<file path="config.mk">
export PLATFORM = sky130hd
export DESIGN_NAME = batch_controller
export DESIGN_NICKNAME = d
export VERILOG_FILES = /design/src/rtl/batch_controller.sv
export SDC_FILE = /design/constraint.sdc
export NUM_CORES = 1
export LEC_CHECK = 0
export ABC_AREA = 1
export CAP_MARGIN = 20
export CORE_MARGIN = 5
export CORE_UTILIZATION = 40
export DETAILED_ROUTE_END_ITERATION = 10
export GPL_ROUTABILITY_DRIVEN = 0
export PLACE_DENSITY = 0.73
export SKIP_LAST_GASP = 1
export SYNTH_ARGS = -nofsm -noshare
export SYNTH_HDL_FRONTEND = slang
export SYNTH_SLANG_ARGS = --single-unit
</file>
<file path="constraint.sdc">
create_clock -name clk -period 3.7 [get_ports clk]
set_input_delay 0.74 -clock clk [delete_from_list [all_inputs] [get_ports clk]]
set_output_delay 0.74 -clock clk [all_outputs]
set_load 0.02 [all_outputs]
</file>
<file path="src/rtl/batch_controller.sv">
// batch_controller: groups accepted transactions into batches. A batch closes
// when full, on a flush request, or after a timeout. The closed batch is then
// offered to the executor, and the conflict checker is told when it completes.
module batch_controller #(
  parameter int unsigned MAX_BATCH_SIZE = 16,
  parameter int unsigned TIMEOUT_CYCLES = 1000
) (
  input  logic        clk,
  input  logic        rst_n,
  input  logic        txn_accept,
  input  logic [63:0] txn_programID,
  input  logic        flush_req,
  output logic        accept_enable,
  output logic        batch_valid,
  input  logic        batch_ready,
  output logic [7:0]  batch_size,
  output logic [31:0] batch_id,
  output logic [63:0] batch_first_pid,
  output logic [1:0]  batch_reason,
  output logic        batch_completed,
  output logic [31:0] stat_batches,
  output logic [31:0] stat_timeouts,
  output logic [31:0] stat_dropped,
  output logic [1:0]  state_o
);

  localparam int unsigned CW = 8;
  localparam int unsigned TW = 16;
  localparam int unsigned SW = 32;

  localparam logic [1:0] RSN_FULL    = 2'b01;
  localparam logic [1:0] RSN_FLUSH   = 2'b10;
  localparam logic [1:0] RSN_TIMEOUT = 2'b11;

  typedef enum logic [1:0] {
    S_IDLE     = 2'd0,
    S_COLLECT  = 2'd1,
    S_DISPATCH = 2'd2,
    S_CLEAR    = 2'd3
  } state_t;

  state_t          r_state;
  logic [CW-1:0]   r_count;
  logic [TW-1:0]   r_timer;
  logic            r_batch_valid;
  logic [CW-1:0]   r_batch_size;
  logic [SW-1:0]   r_batch_id;
  logic [63:0]     r_batch_first_pid;
  logic [1:0]      r_batch_reason;
  logic            r_batch_completed;
  logic [SW-1:0]   r_stat_batches;
  logic [SW-1:0]   r_stat_timeouts;
  logic [SW-1:0]   r_stat_dropped;

  logic            w_accept_en;
  logic            w_take;
  logic            w_drop;
  logic [CW-1:0]   w_count_next;
  logic            w_full;
  logic            w_timeout;
  logic            w_close;
  logic [1:0]      w_reason;

  // Acceptance gating and batch close decision for the current cycle
  always_comb begin
    w_accept_en  = (r_state == S_IDLE) ||
                   ((r_state == S_COLLECT) && (r_count < CW'(MAX_BATCH_SIZE)));
    w_take       = txn_accept && w_accept_en;
    w_drop       = txn_accept && !w_accept_en;
    w_count_next = r_count + CW'(w_take);
    w_full       = (w_count_next == CW'(MAX_BATCH_SIZE));
    w_timeout    = (r_timer == TW'(TIMEOUT_CYCLES - 1));
    w_close      = w_full || flush_req || w_timeout;
    if (w_full)         w_reason = RSN_FULL;
    else if (flush_req) w_reason = RSN_FLUSH;
    else                w_reason = RSN_TIMEOUT;
  end

  // Batch FSM with registered batch descriptor and dispatch statistics
  always_ff @(posedge clk or negedge rst_n) begin
    if (!rst_n) begin
      r_state           <= S_IDLE;
      r_count           <= '0;
      r_timer           <= '0;
      r_batch_valid     <= 1'b0;
      r_batch_size      <= '0;
      r_batch_id        <= '0;
      r_batch_first_pid <= '0;
      r_batch_reason    <= '0;
      r_batch_completed <= 1'b0;
      r_stat_batches    <= '0;
      r_stat_timeouts   <= '0;
    end else begin
      r_batch_completed <= 1'b0;
      case (r_state)
        S_IDLE: begin
          if (txn_accept) begin
            r_count           <= CW'(1);
            r_timer           <= '0;
            r_batch_first_pid <= txn_programID;
            r_state           <= S_COLLECT;
          end
        end
        S_COLLECT: begin
          r_timer <= r_timer + TW'(1);
          r_count <= w_count_next;
          if (w_close) begin
            r_state        <= S_DISPATCH;
            r_batch_valid  <= 1'b1;
            r_batch_size   <= w_count_next;
            r_batch_reason <= w_reason;
            if ((w_reason == RSN_TIMEOUT) && (r_stat_timeouts != '1))
              r_stat_timeouts <= r_stat_timeouts + SW'(1);
          end
        end
        S_DISPATCH: begin
          if (batch_ready) begin
            r_batch_valid     <= 1'b0;
            r_batch_completed <= 1'b1;
            r_state           <= S_CLEAR;
            if (r_stat_batches != '1)
              r_stat_batches <= r_stat_batches + SW'(1);
          end
        end
        S_CLEAR: begin
          r_count    <= '0;
          r_timer    <= '0;
          r_batch_id <= r_batch_id + SW'(1);
          r_state    <= S_IDLE;
        end
        default: r_state <= S_IDLE;
      endcase
    end
  end

  // Count transactions arriving while acceptance is closed
  always_ff @(posedge clk or negedge rst_n) begin
    if (!rst_n)
      r_stat_dropped <= '0;
    else if (w_drop && (r_stat_dropped != '1))
      r_stat_dropped <= r_stat_dropped + SW'(1);
  end

  assign accept_enable   = w_accept_en;
  assign batch_valid     = r_batch_valid;
  assign batch_size      = r_batch_size;
  assign batch_id        = r_batch_id;
  assign batch_first_pid = r_batch_first_pid;
  assign batch_reason    = r_batch_reason;
  assign batch_completed = r_batch_completed;
  assign stat_batches    = r_stat_batches;
  assign stat_timeouts   = r_stat_timeouts;
  assign stat_dropped    = r_stat_dropped;
  assign state_o         = r_state;

endmodule

</file>
# Word-level counts from Yosys, hierarchy flattened
# Cells that the tools add are included.
dict set report classes {
  add_sub_neg 6
  n_lt_le_gt_ge 1
  eq_ne 12
  n_mux 15
  n_reduce_logical 19
}
# op count
set ops {}
lappend ops {{$add 32x1->32 const B} 4}
lappend ops {{$ne 32x32->1 const B} 3}
lappend ops {{$pmux 16 s3} 1}
lappend ops {{$pmux 8 s3} 1}
lappend ops {{$add 16x1->16 const B} 1}
lappend ops {{$eq 16x10->1 const B} 1}
lappend ops {{$mux 16} 1}
lappend ops {{$reduce_and 3->1} 4}
lappend ops {{$add 8x1->8} 1}
lappend ops {{$eq 8x5->1 const B} 1}
lappend ops {{$lt 8x5->1 const B} 1}
lappend ops {{$mux 2} 4}
lappend ops {{$mux 8} 1}
lappend ops {{$pmux 2 s4} 1}
lappend ops {{$eq 2x2->1 const B} 3}
lappend ops {{$ne 2x2->1 const B} 3}
lappend ops {{$reduce_and 2->1} 3}
lappend ops {{$logic_and 1x1->1} 5}
lappend ops {{$mux 1} 5}
lappend ops {{$logic_or 1x1->1} 3}
lappend ops {{$reduce_bool 3->1} 1}
lappend ops {{$eq 2x1->1 const B} 1}
lappend ops {{$logic_not 2->1} 1}
lappend ops {{$pmux 1 s2} 1}
lappend ops {{2 further kinds} 2}
dict set report word_totals {
  regBits 230
  out_inout_bits 207
  wordCells 65
}

# Logic depth before layout (Yosys ltp)
# Gate-level depths: netlist (run 1).
dict set report depth {
  ltp_word 10
  mapped_depth 20
  mapped_depth_nobuf 18
}

# Worst setup path before layout (run 1)
# Ideal clock, no wire load.
dict set report synth_timing {
  kind {reg-to-reg}
  from {register r_state[1] (netlist: state_o[1])}
  to {register r_stat_timeouts[23] (netlist: stat_timeouts[23])}
  t_arrival_ps 2659
  required_ps 3583
  setup_slack_ps 924
  stages_incl_launch_ff 20
  path_buffers 2
  period_less_slack_ps 2776
  path_cell_list {dfrtp_1 -> inv_1 -> ha_1 -> buf_2 -> nand3_1 -> a21oi_1 -> ha_1 -> ha_1 -> nand3_2 -> nor2_1 -> nand2_1 -> nand2_1 -> nor2_2 -> nand2_4 -> nand2_1 -> nor2_4 -> nand3_4 -> buf_4 -> nand2_1 -> nand2_1}
}
dict set report synth_via {
  elab_chain_len 10
}
# element line
set synth_rtl {}
lappend synth_rtl {{start, declared} 42} ;# state_t r_state;
lappend synth_rtl {{start signal, assigned} 82} ;# r_state <= S_IDLE;
lappend synth_rtl {{start signal, assigned} 101} ;# r_state <= S_COLLECT;
lappend synth_rtl {{start signal, assigned} 108} ;# r_state <= S_DISPATCH;
lappend synth_rtl {{$eq 2x1->1} {67, 95}}
lappend synth_rtl {{$logic_and 1x1->1} 67} ;# ((r_state == S_COLLECT) && (r_count < CW'(MAX_BATCH_SIZE)));
lappend synth_rtl {{$logic_or 1x1->1} 66} ;# w_accept_en = (r_state == S_IDLE) ||
lappend synth_rtl {{$logic_and 1x1->1} 68} ;# w_take = txn_accept && w_accept_en;
lappend synth_rtl {{$add 8x1->8} 70} ;# w_count_next = r_count + CW'(w_take);
lappend synth_rtl {{$eq 8x5->1} 71} ;# w_full = (w_count_next == CW'(MAX_BATCH_SIZE));
lappend synth_rtl {{$mux 2} 74} ;# if (w_full) w_reason = RSN_FULL;
lappend synth_rtl {{$eq 2x2->1} 112} ;# if ((w_reason == RSN_TIMEOUT) && (r_stat_timeouts != '1))
lappend synth_rtl {{$logic_and 1x1->1} 112}
lappend synth_rtl {{$reduce_and 3->1 (no line) (*)} --}
lappend synth_rtl {{end signal, assigned} 113} ;# r_stat_timeouts <= r_stat_timeouts + SW'(1);
lappend synth_rtl {{end, declared} 52} ;# logic [SW-1:0] r_stat_timeouts;
# Mark *: on every way between the ends. The rest lies on a longest branch, timed or not.
# A chain may end at the register's enable or synchronous reset.

# Worst setup path after layout (run 1)
dict set report layout_timing {
  from {register r_state[1] (netlist: state_o[1])}
  to {register r_stat_timeouts[29] (netlist: stat_timeouts[29])}
}
# The elaborated chain is that of the path after synthesis.

==> results of run 1 <==
registers in the layout, summed over array words and instances (netlist names):
register / count
stat_dropped: 32
r_count: 8
batch_reason: 2
batch_id: 32
r_timer: 16
batch_valid: 1
batch_size: 8
stat_timeouts: 32
batch_first_pid: 64
batch_completed: 1
state_o: 2
stat_batches: 32
layout by cell type (no fill, tap or decap), types with 5 or more instances in the layout:
cell / count
nor3_1: 67
clkdlybuf4s50_1: 274
o21ai_1: 28
inv_1: 124
ha_1: 13
clkbuf_8: 6
o21ai_0: 20
nand2_1: 402
bufinv_16: 5
nand3_1: 88
dfrtp_1: 230
nor4_1: 12
xnor2_1: 32
nor2_1: 127
nor2_2: 5
buf_4: 10
a21oi_1: 8
xor2_1: 83
o22ai_1: 6
nand4_1: 35
clkinv_2: 9
mux2_2: 64
clkbuf_16: 27
nor3b_1: 5
inv_2: 7
Yosys cell counts (all sizes together):
cell    count
o21ai      48
nor2      134
clkinv      3
nand2     407
a31oi       1
and2        1
ha         13
clkbuf      8
nor4       12
xor2       83
o221ai      1
xnor2      32
nand4      35
o22ai       6
mux2       64
a21oi       9
buf        23
dfrtp     230
nand3      93
nor3       67
inv       131
nand3b      3
or2         1
nor3b       6
layer usage:
| metal | track usage | wire (µm) | vias up |
|---|---|---|---|
| met5 | 0 | 0 | - |
| met4 | 0.0444 | 637 | 0 |
| met2 | 0.316 | 15500 | 414 |
| met1 | 0.262 | 14100 | 5112 |
| met3 | 0.0405 | 2640 | 58 |
| li1 | - | - | 5156 |
final cells by class:
type	instances	area (µm²)
multi-input cells	1016	5540
well taps	390	488
clock inverters	16	211
repair buffers	288	2890
fillers	2685	13400
inverters	134	508
flip-flops and latches	230	5760
clock buffers	33	758
power breakdown:
group	leakage [nW]	internal (mW)	total (mW)	switching, mW
combinational	3.64	1.67	3.62	1.94
sequential	3.02	3.09	3.53	0.444
clock	0.486	1.80	2.87	1.07
kinds of logic (layout without fill, tap and decap cells):
group                    Yosys count  in the layout
XOR/XNOR                         115            115
AND/OR/NAND/NOR                  759            759
AO/OA/AOI/OAI                     65             65
multiplexers                      64             64
buffers and inverters            165            471
adder cells (fa/ha/maj)           13             13
flip-flops                       230            230
worst paths after layout:
path                       cells after the start           endpoint         start  slack (ps)
setup / recovery                              17  stat_timeouts[29]    state_o[1]         430
hold reg to reg                                1       batch_id[31]  batch_id[31]         480
min in group clk                               1       batch_id[31]  batch_id[31]         480
hold / removal                                 1       batch_id[19]         rst_n         230
setup reg to reg                              17  stat_timeouts[29]    state_o[1]         430
max in group asynchronous                      2   stat_batches[18]         rst_n        2600
metrics by stage:
| step | util | setup WS (ps) |
|---|---|---|
| finish | 0.546 | 430 |
| floorplan | - | 924 |
| global route | 0.546 | 102 |
| detailed placement | 0.514 | 270 |
| global placement | 0.514 | 356 |
| CTS | 0.546 | 409 |
==> impl_results.md, run 1 <==
* VDD IR max at 0.454 mV
* Worst-case clock buffer depth at 3
* Initial Utilization at 0.405
* Syn_nets at 1,493
* # hold bufs at CTS at 0
* Placed insts at 2,058
* Sequential area share after synthesis at 0.481
* Yosys top cell area share at 0.481
* CTS Sinks at 230
* Die Span X at 183 µm
* Crit-path slowest cell: dfrtp_1
* Mux cell area share after synthesis at 0.0602
* Fin cells at 2,107
* Largest net degree at the start of global routing at 103
* Number of global-route vias before repair at 10,600
* Initial antenna violation count at 0
* Antenna violation net count after detailed routing at 0
* Hold slack final at 225 ps
* Distinct cells, synth at 37
* WP data required at 4110 ps
* Worst-path clk slew at 60 ps
* Synth-to-Final Area Change at 34.9%
* Synth Area in Adders at 0.0136
* Worst-skew pair later-pin latency at 530 ps
* Synth Area per Inst at 8.48 µm²
* Buffers & Inverters on Critical Path at 2
* Leakage at 7.15 nW
* Postcts setup bufs at 0
* Post-synthesis compound-gate area fraction at 0.0285
* Main combinational cell family by area after synthesis: simple AND/OR/NAND/NOR gates
* Final Routed Wirelength at 32,800 µm
* H-tree depth at 1
* CP top delay family: simple AND/OR/NAND/NOR gates
* DR iter-0 viols at 773
* Core area at 0.0296 mm²
* Residual DRC at 0
* Vias per Instance at 5.10
* YS warnings at 0
* Syn Inst Count at 1,411
* Simple-gate portion of the synthesized area at 0.276
* Worst-path cell chain: inv_1 -> ha_1 -> nand3_1 -> a21oi_1 -> ha_1 -> ha_1 -> nand3_2 -> nand2_1 -> nand2_1 -> nand3_2 -> nor2_4 -> nand2_4 -> nand3_4 -> nand2_4 -> clkinv_4 -> nand3_1 -> nand2_1
* TritonCTS clock tree: done
* TritonRoute pass-1 iters at 8
* Cell area after layout at 0.0162 mm²
* Ranking of synthesized cells by area: dfrtp_1 48%, nand2_1 13%, xor2_1 6.1%
* Die Y at 183 µm
* Die area at 0.0335 mm²
* Status: finished clean
* Total track usage at 0.192
* Crit Path Class: flip-flop to flip-flop
* FF+latch count, synth at 230
* Min Tclk post-route at 3270 ps
* Port bufs at 275
* Slew @ Worst Pin at 817 ps
* Root Driver: clkbuf_16
* RSZ-0062 raised after global routing: no
* Final Hold Viols at 0
* Post-route total power at 10.0 mW
* CP max FO at 34
* Placed Area at 0.0152 mm²
* Post-CTS Resized at 0
* Setup TNS at 0 ps
* Final net count at 1,779
* Share of layout cells above drive strength 1 at 0.0903
* Final Cycle Share at 0.884
* Total number of vias at 10,700
* Ports at 276
* Area leader, netlist: dfrtp_1
* Ant diodes at 0
* Nature of the critical path startpoint: flip-flop
* Clock skew at 16.9 ps
* Final setup violation count at 0
* Rel. slew slack at 0.455
* Synth Area in XOR/XNOR at 0.0841
* Mean routed wirelength per cell at 15.6 µm
* Post-DP HPWL at 24,600 µm
* Row Count at 63
* PD cells at 620 mW/mm²
* First-pass GRT wire length at 54,100 µm
* Synth Cell Area at 0.0120 mm²
* GRT overflow at 0
* Max-cap violations at 0
* Count of final max-slew check failures at 0
* Endpoint class of the critical path: flip-flop
* Worst min-delay path class: input port to async pin
* Maximum clock frequency at 306 MHz
* Critical Path Max Stage Delay at 450 ps
* Number of buffers created by CTS at 27
* Critical path arrival at 3680 ps
Note: power is estimated with default switching activity, not from simulation.
==> run 2, diff against run 1 <==
REMOVE_ABC_BUFFERS = 1   (was default)
==> run 2 against run 1 <==
  * Via count fell by 1.5%
  * Combinational power barely moved
  * Cell count barely moved
  * Critical endpoint is now stat_timeouts[21]
  * Critical path depth rose by 1
==> impl_results.md, run 2 (synthesis gave the netlist of run 1 again) <==
* Maximum clock frequency at 316 MHz (+3.2%)
* Min Tclk post-route at 3170 ps (-102 ps)
* Worst-skew pair later-pin latency at 530 ps (about the same)
* Core area at 0.0296 mm² (unchanged)
* Row Count at 63 (unchanged)
* VDD IR max at 0.378 mV (-17%)
* Share of layout cells above drive strength 1 at 0.0869 (-0.00339)
* Die Span X at 183 µm (unchanged)
* Commonest non-fill, non-tap cell in the layout: nand2_1
* First-pass GRT wire length at 53,700 µm (-0.74%)
* Port bufs at 275 (unchanged)
* FF/Latch Area at 0.00576 mm² (unchanged)
* Residual DRC at 0 (unchanged)
* Post-DP HPWL at 24,600 µm (about the same)
* Vias per Instance at 5.02 (-1.4%)
* Ports at 276 (unchanged)
* Worst min-delay path class: input port to async pin
* Status: finished clean
* Antenna violation net count after detailed routing at 0 (unchanged)
* Final setup violation count at 0 (unchanged)
* Max-cap violations at 0 (unchanged)
* Worst-path clk slew at 60 ps (about the same)
* Postcts setup bufs at 0 (unchanged)
* TritonCTS clock tree: done
* Final net count at 1,776 (-0.17%)
* Die area at 0.0335 mm² (unchanged)
* Fin cells at 2,105 (-0.095%)
* RSZ-0062 raised after global routing: no
* GR Util met2 at 0.316 (+0.000443)
* Endpoint class of the critical path: flip-flop
* Leakage at 7.12 nW (-0.47%)
* GRT met1 Usage at 0.255 (-0.00731)
* Final Routed Wirelength at 33,100 µm (+0.68%)
* Root Driver: clkbuf_16
* Initial antenna violation count at 1 (+1)
* Post-Place Worst Slack at 294 ps (+24.3 ps)
* DR iter-0 viols at 758 (-1.9%)
* Max reg flops at 64 (unchanged)
* Post-CTS Resized at 0 (unchanged)
* Synth-to-Final Area Change at 34.8% (about the same)
* Rel. slew slack at 0.537 (+0.0824)
* Mean routed wirelength per cell at 15.7 µm (+0.77%)
* Die Y at 183 µm (unchanged)
* Total track usage at 0.191 (-0.00136)
* Number of global-route vias before repair at 10,400 (-1.7%)
* CP max FO at 34 (unchanged)
* Nature of the critical path startpoint: flip-flop
* Final worst setup slack at 532 ps (+102 ps)
* Count of final max-slew check failures at 0 (unchanged)
* Filler cells at 2,706 (+0.78%)
* Most frequent cells in the layout: 402 x nand2_1, 274 x clkdlybuf4s50_1, 230 x dfrtp_1
* Initial Utilization at 0.405 (unchanged)
* Ant diodes at 0 (unchanged)
* PD cells at 625 mW/mm² (+0.81%)
* Largest net degree at the start of global routing at 87 (-16%)
* Multi-input logic area at 0.00553 mm² (about the same)
* Worst-case clock buffer depth at 3 (unchanged)
* Placed insts at 2,055 (-0.15%)
* Clock skew at 12.3 ps (-4.64 ps)
* Busiest grt layer: met2
* Final Hold Viols at 0 (unchanged)
* Total number of vias at 10,600 (-1.5%)
* M3 GR Usage at 0.0387 (-0.00179)
* Critical path arrival at 3580 ps (-100 ps)
* Slew @ Worst Pin at 694 ps (-124 ps)
* WP data required at 4110 ps (about the same)
* Number of buffers created by CTS at 27 (unchanged)
* FF-to-FF setup slack at 530 ps (+100 ps)
* CTS Sinks at 230 (unchanged)
* GRT overflow at 0 (unchanged)
* Crit Path Class: flip-flop to flip-flop
* Final Cycle Share at 0.856 (-0.0276)
* H-tree depth at 1 (unchanged)
* # hold bufs at CTS at 0 (unchanged)
* Setup TNS at 0 ps (unchanged)
* TritonRoute pass-1 iters at 5 (-3)
[run 2: critical path, cell delays in order, from the launching register on]
cell and delay [ps]:
dfrtp_1 440, inv_1 120, ha_1 150, buf_4 180, nand3_1 140, a21oi_1 170, ha_1 260, ha_1 260
nand3_2 110, nand2_1 80, nand2_1 90, nand3_2 120, nor2_4 40, nand2_4 80, nand3_4 100, nand2_4 210
clkinv_4 270, nand3_1 160, nand2_1 70
[run 2: cell type report]
type | count | area share
inverters | 134 | 0.0315
repair buffers | 285 | 0.177
well taps | 390 | 0.0302
clock buffers | 36 | 0.0471
multi-input cells | 1016 | 0.343
flip-flops and latches | 230 | 0.357
clock inverters | 14 | 0.0148
[run 2: layer usage]
layer / wire, µm / vias to the layer above
li1: - / 5132
met2: 15600 / 383
met4: 899 / 2
met3: 2340 / 69
met5: 12 / -
met1: 14200 / 4991
[run 2: path summary, 6_finish.rpt]
| check | startpoint | depth (start not counted) | endpoint |
|---|---|---|---|
| min | rst_n | 1 | stat_batches[13] |
| min in group clk | batch_id[31] | 1 | batch_id[31] |
| max | state_o[1] | 18 | stat_timeouts[21] |
| min reg2reg | batch_id[31] | 1 | batch_id[31] |
| max reg2reg | state_o[1] | 18 | stat_timeouts[21] |
| max in group asynchronous | rst_n | 2 | batch_first_pid[53] |
[run 2: metrics by stage]
stage | area, µm² | power (mW) | hold WS [ps] | utilization
2_1_floorplan | 11800 | 5.44 | 444 | -
3_3_place_gp | 15100 | 7.13 | 459 | 0.512
3_5_place_dp | 15100 | 7.22 | 480 | 0.512
4_1_cts | 16100 | 10.2 | 241 | 0.546
5_1_grt | 16100 | 10.6 | 292 | 0.546
6_report | 16100 | 10.1 | 237 | 0.546
[run 2: report_power, final]
group / total (mW) / switching, mW / internal [mW]
Combinational: 3.61 / 1.95 / 1.66
Sequential: 3.54 / 0.455 / 3.09
Clock: 2.94 / 1.08 / 1.86
==> run 3, diff against run 2 <==
DONT_BUFFER_PORTS = 1   (was default)
PLACE_DENSITY = 0.61   (was 0.73)
TNS_END_PERCENT = 100   (was default)
==> run 3 against run 2 <==
  * The run now ends with negative hold slack left
  * Critical endpoint is now stat_timeouts[22]
  * Non-clock buffer count shrank 277
  * Die area is the same
  * Critical path type unchanged
  * Critical path depth is 1 lower
  * Highest routed layer is now met4
==> impl_results.md, run 3 (synthesis gave the netlist of run 1 again) <==
* GRT overflow at 0 (unchanged)
* Setup TNS at 0 ps (unchanged)
* Max-cap violations at 0 (unchanged)
* Die Span X at 183 µm (unchanged)
* Antenna violation net count after detailed routing at 0 (unchanged)
* H-tree depth at 1 (unchanged)
* DR iter-0 viols at 623 (-18%)
* Max reg flops at 64 (unchanged)
* Post-CTS Resized at 0 (unchanged)
* Final Hold Viols at 55 (+55)
* Core area at 0.0296 mm² (unchanged)
* Number of buffers created by CTS at 26 (-3.7%)
* Final Routed Wirelength at 30,200 µm (-8.7%)
* Clock skew at 8.38 ps (-3.89 ps)
* Vias per Instance at 5.11 (+1.8%)
* Ant diodes at 0 (unchanged)
* Crit Path Class: flip-flop to flip-flop
* CP max FO at 34 (unchanged)
* Most frequent cells in the layout: 402 x nand2_1, 230 x dfrtp_1, 127 x nor2_1
* GR Util met2 at 0.284 (-0.0323)
* R2r startpoint: state_o[0]
* First-pass GRT wire length at 48,900 µm (-8.9%)
* Largest net degree at the start of global routing at 231 (+170%)
* Initial Utilization at 0.405 (unchanged)
* Commonest non-fill, non-tap cell in the layout: nand2_1
* Slew @ Worst Pin at 769 ps (+75.4 ps)
* GRT met1 Usage at 0.228 (-0.0275)
* Root Driver: clkbuf_16
* TritonRoute pass-1 iters at 6 (+1)
* Die area at 0.0335 mm² (unchanged)
* Min Tclk post-route at 3160 ps (-9.65 ps)
* WP data required at 4110 ps (about the same)
* Count of final max-slew check failures at 0 (unchanged)
* VDD IR max at 0.333 mV (-12%)
* Final Cycle Share at 0.854 (-0.00261)
* Worst-skew pair later-pin latency at 530 ps (about the same)
* Residual DRC at 0 (unchanged)
* Die Y at 183 µm (unchanged)
* Port bufs at 0 (-100%)
* Synth-to-Final Area Change at 10.5%
* Nature of the critical path startpoint: flip-flop
* Critical Path Max Stage Delay at 520 ps (+80 ps)
* Postcts setup bufs at 0 (unchanged)
* Status: finished with violations
* Number of global-route vias before repair at 9,277 (-11%)
* Worst min-delay path class: input port to async pin
* Critical path arrival at 3570 ps (about the same)
* Endpoint class of the critical path: flip-flop
* TritonCTS clock tree: done
* Crit-path slowest cell: dfrtp_1
* Maximum clock frequency at 317 MHz (+0.31%)
* R2R cell count at 17 (-1)
* RSZ-0062 raised after global routing: no
* Hold slack final at -81.4 ps (-318 ps)
* Total number of vias at 9,334 (-12%)
* Busiest grt layer: met2
* Worst-case clock buffer depth at 3 (unchanged)
* Final net count at 1,498 (-16%)
* Worst-path cell chain: inv_1 -> ha_1 -> inv_1 -> a21oi_1 -> ha_1 -> ha_1 -> nand3_2 -> nand2_1 -> nand2_1 -> nand3_2 -> nor2_4 -> nand2_4 -> nand3_4 -> nand2_4 -> clkinv_4 -> nand3_1 -> nand2_1
* Worst-path clk slew at 60 ps (about the same)
* Final setup violation count at 0 (unchanged)
* RR Endpoint: stat_timeouts[22]
* M3 GR Usage at 0.0551 (+0.0165)
* Share of layout cells above drive strength 1 at 0.0990 (+0.0121)
* Leakage at 6.04 nW (-15%)
* CTS Sinks at 230 (unchanged)
* Row Count at 63 (unchanged)
* Failing checks: negative hold slack
* Total track usage at 0.174 (-0.0167)
* PD cells at 647 mW/mm² (+3.6%)
* FF-to-FF setup slack at 540 ps (about the same)
* Post-DP HPWL at 22,100 µm (-9.9%)
* Mean routed wirelength per cell at 16.5 µm (+5.3%)
* Rel. slew slack at 0.487 (-0.0503)
* Initial antenna violation count at 0 (-1)
* Ports at 276 (unchanged)
==> run 3: worst max-delay path by stage <==
stage	start	end	cells past startpoint	slack, ps
2_1_floorplan	state_o[1]	stat_timeouts[0]	17	410
3_5_place_dp	state_o[0]	stat_timeouts[22]	17	570
3_3_place_gp	state_o[0]	stat_timeouts[8]	17	660
5_1_grt	state_o[0]	stat_timeouts[26]	17	200
4_1_cts	state_o[0]	stat_timeouts[22]	17	550
6_report	state_o[0]	stat_timeouts[22]	17	540
==> run 3: per-layer routing <==
layer	routed length (µm)	part of all wire
met1	12600	0.42
met2	14000	0.47
met3	2870	0.095
met4	645	0.021
met5	0	0
==> run 3: cell type report <==
type                            count  area, µm²
Fill cell                        2940      16300
Clock inverter                     12        145
Multi-Input combinational cell   1016       5530
Clock buffer                       35        736
Inverter                          134        508
Timing Repair Buffer                8       60.1
Sequential cell                   230       5760
Tap cell                          390        488
==> run 3: worst max-delay path, delay by kind of cell (launching register included) <==
kind | cells | cell delay, ps
and+or+nand+nor | 10 | 1050
DFF | 1 | 520
adders and majority gates | 3 | 780
AOI/OAI and AO/OA | 1 | 160
buffers and inverters | 3 | 520
==> run 3: per-stage QoR <==
step	setup slack, ps	cell area, µm²	power, mW	util	std cells
after floorplan	410	11800	5.44	-	1380
after detailed placement	571	12300	6.01	0.418	1778
final	542	13200	8.56	0.447	1825
after global placement	660	12300	5.95	0.418	1778
after global routing	200	13200	9.08	0.447	1825
after CTS	548	13200	8.70	0.447	1825
==> run 3: where the power goes <==
| group | switching (mW) | internal, mW | leakage [nW] | total (mW) |
|---|---|---|---|---|
| clock | 1.03 | 1.60 | 0.434 | 2.64 |
| sequential | 1.22 | 3.08 | 3.02 | 4.30 |
| combinational | 0.928 | 0.694 | 2.59 | 1.62 |
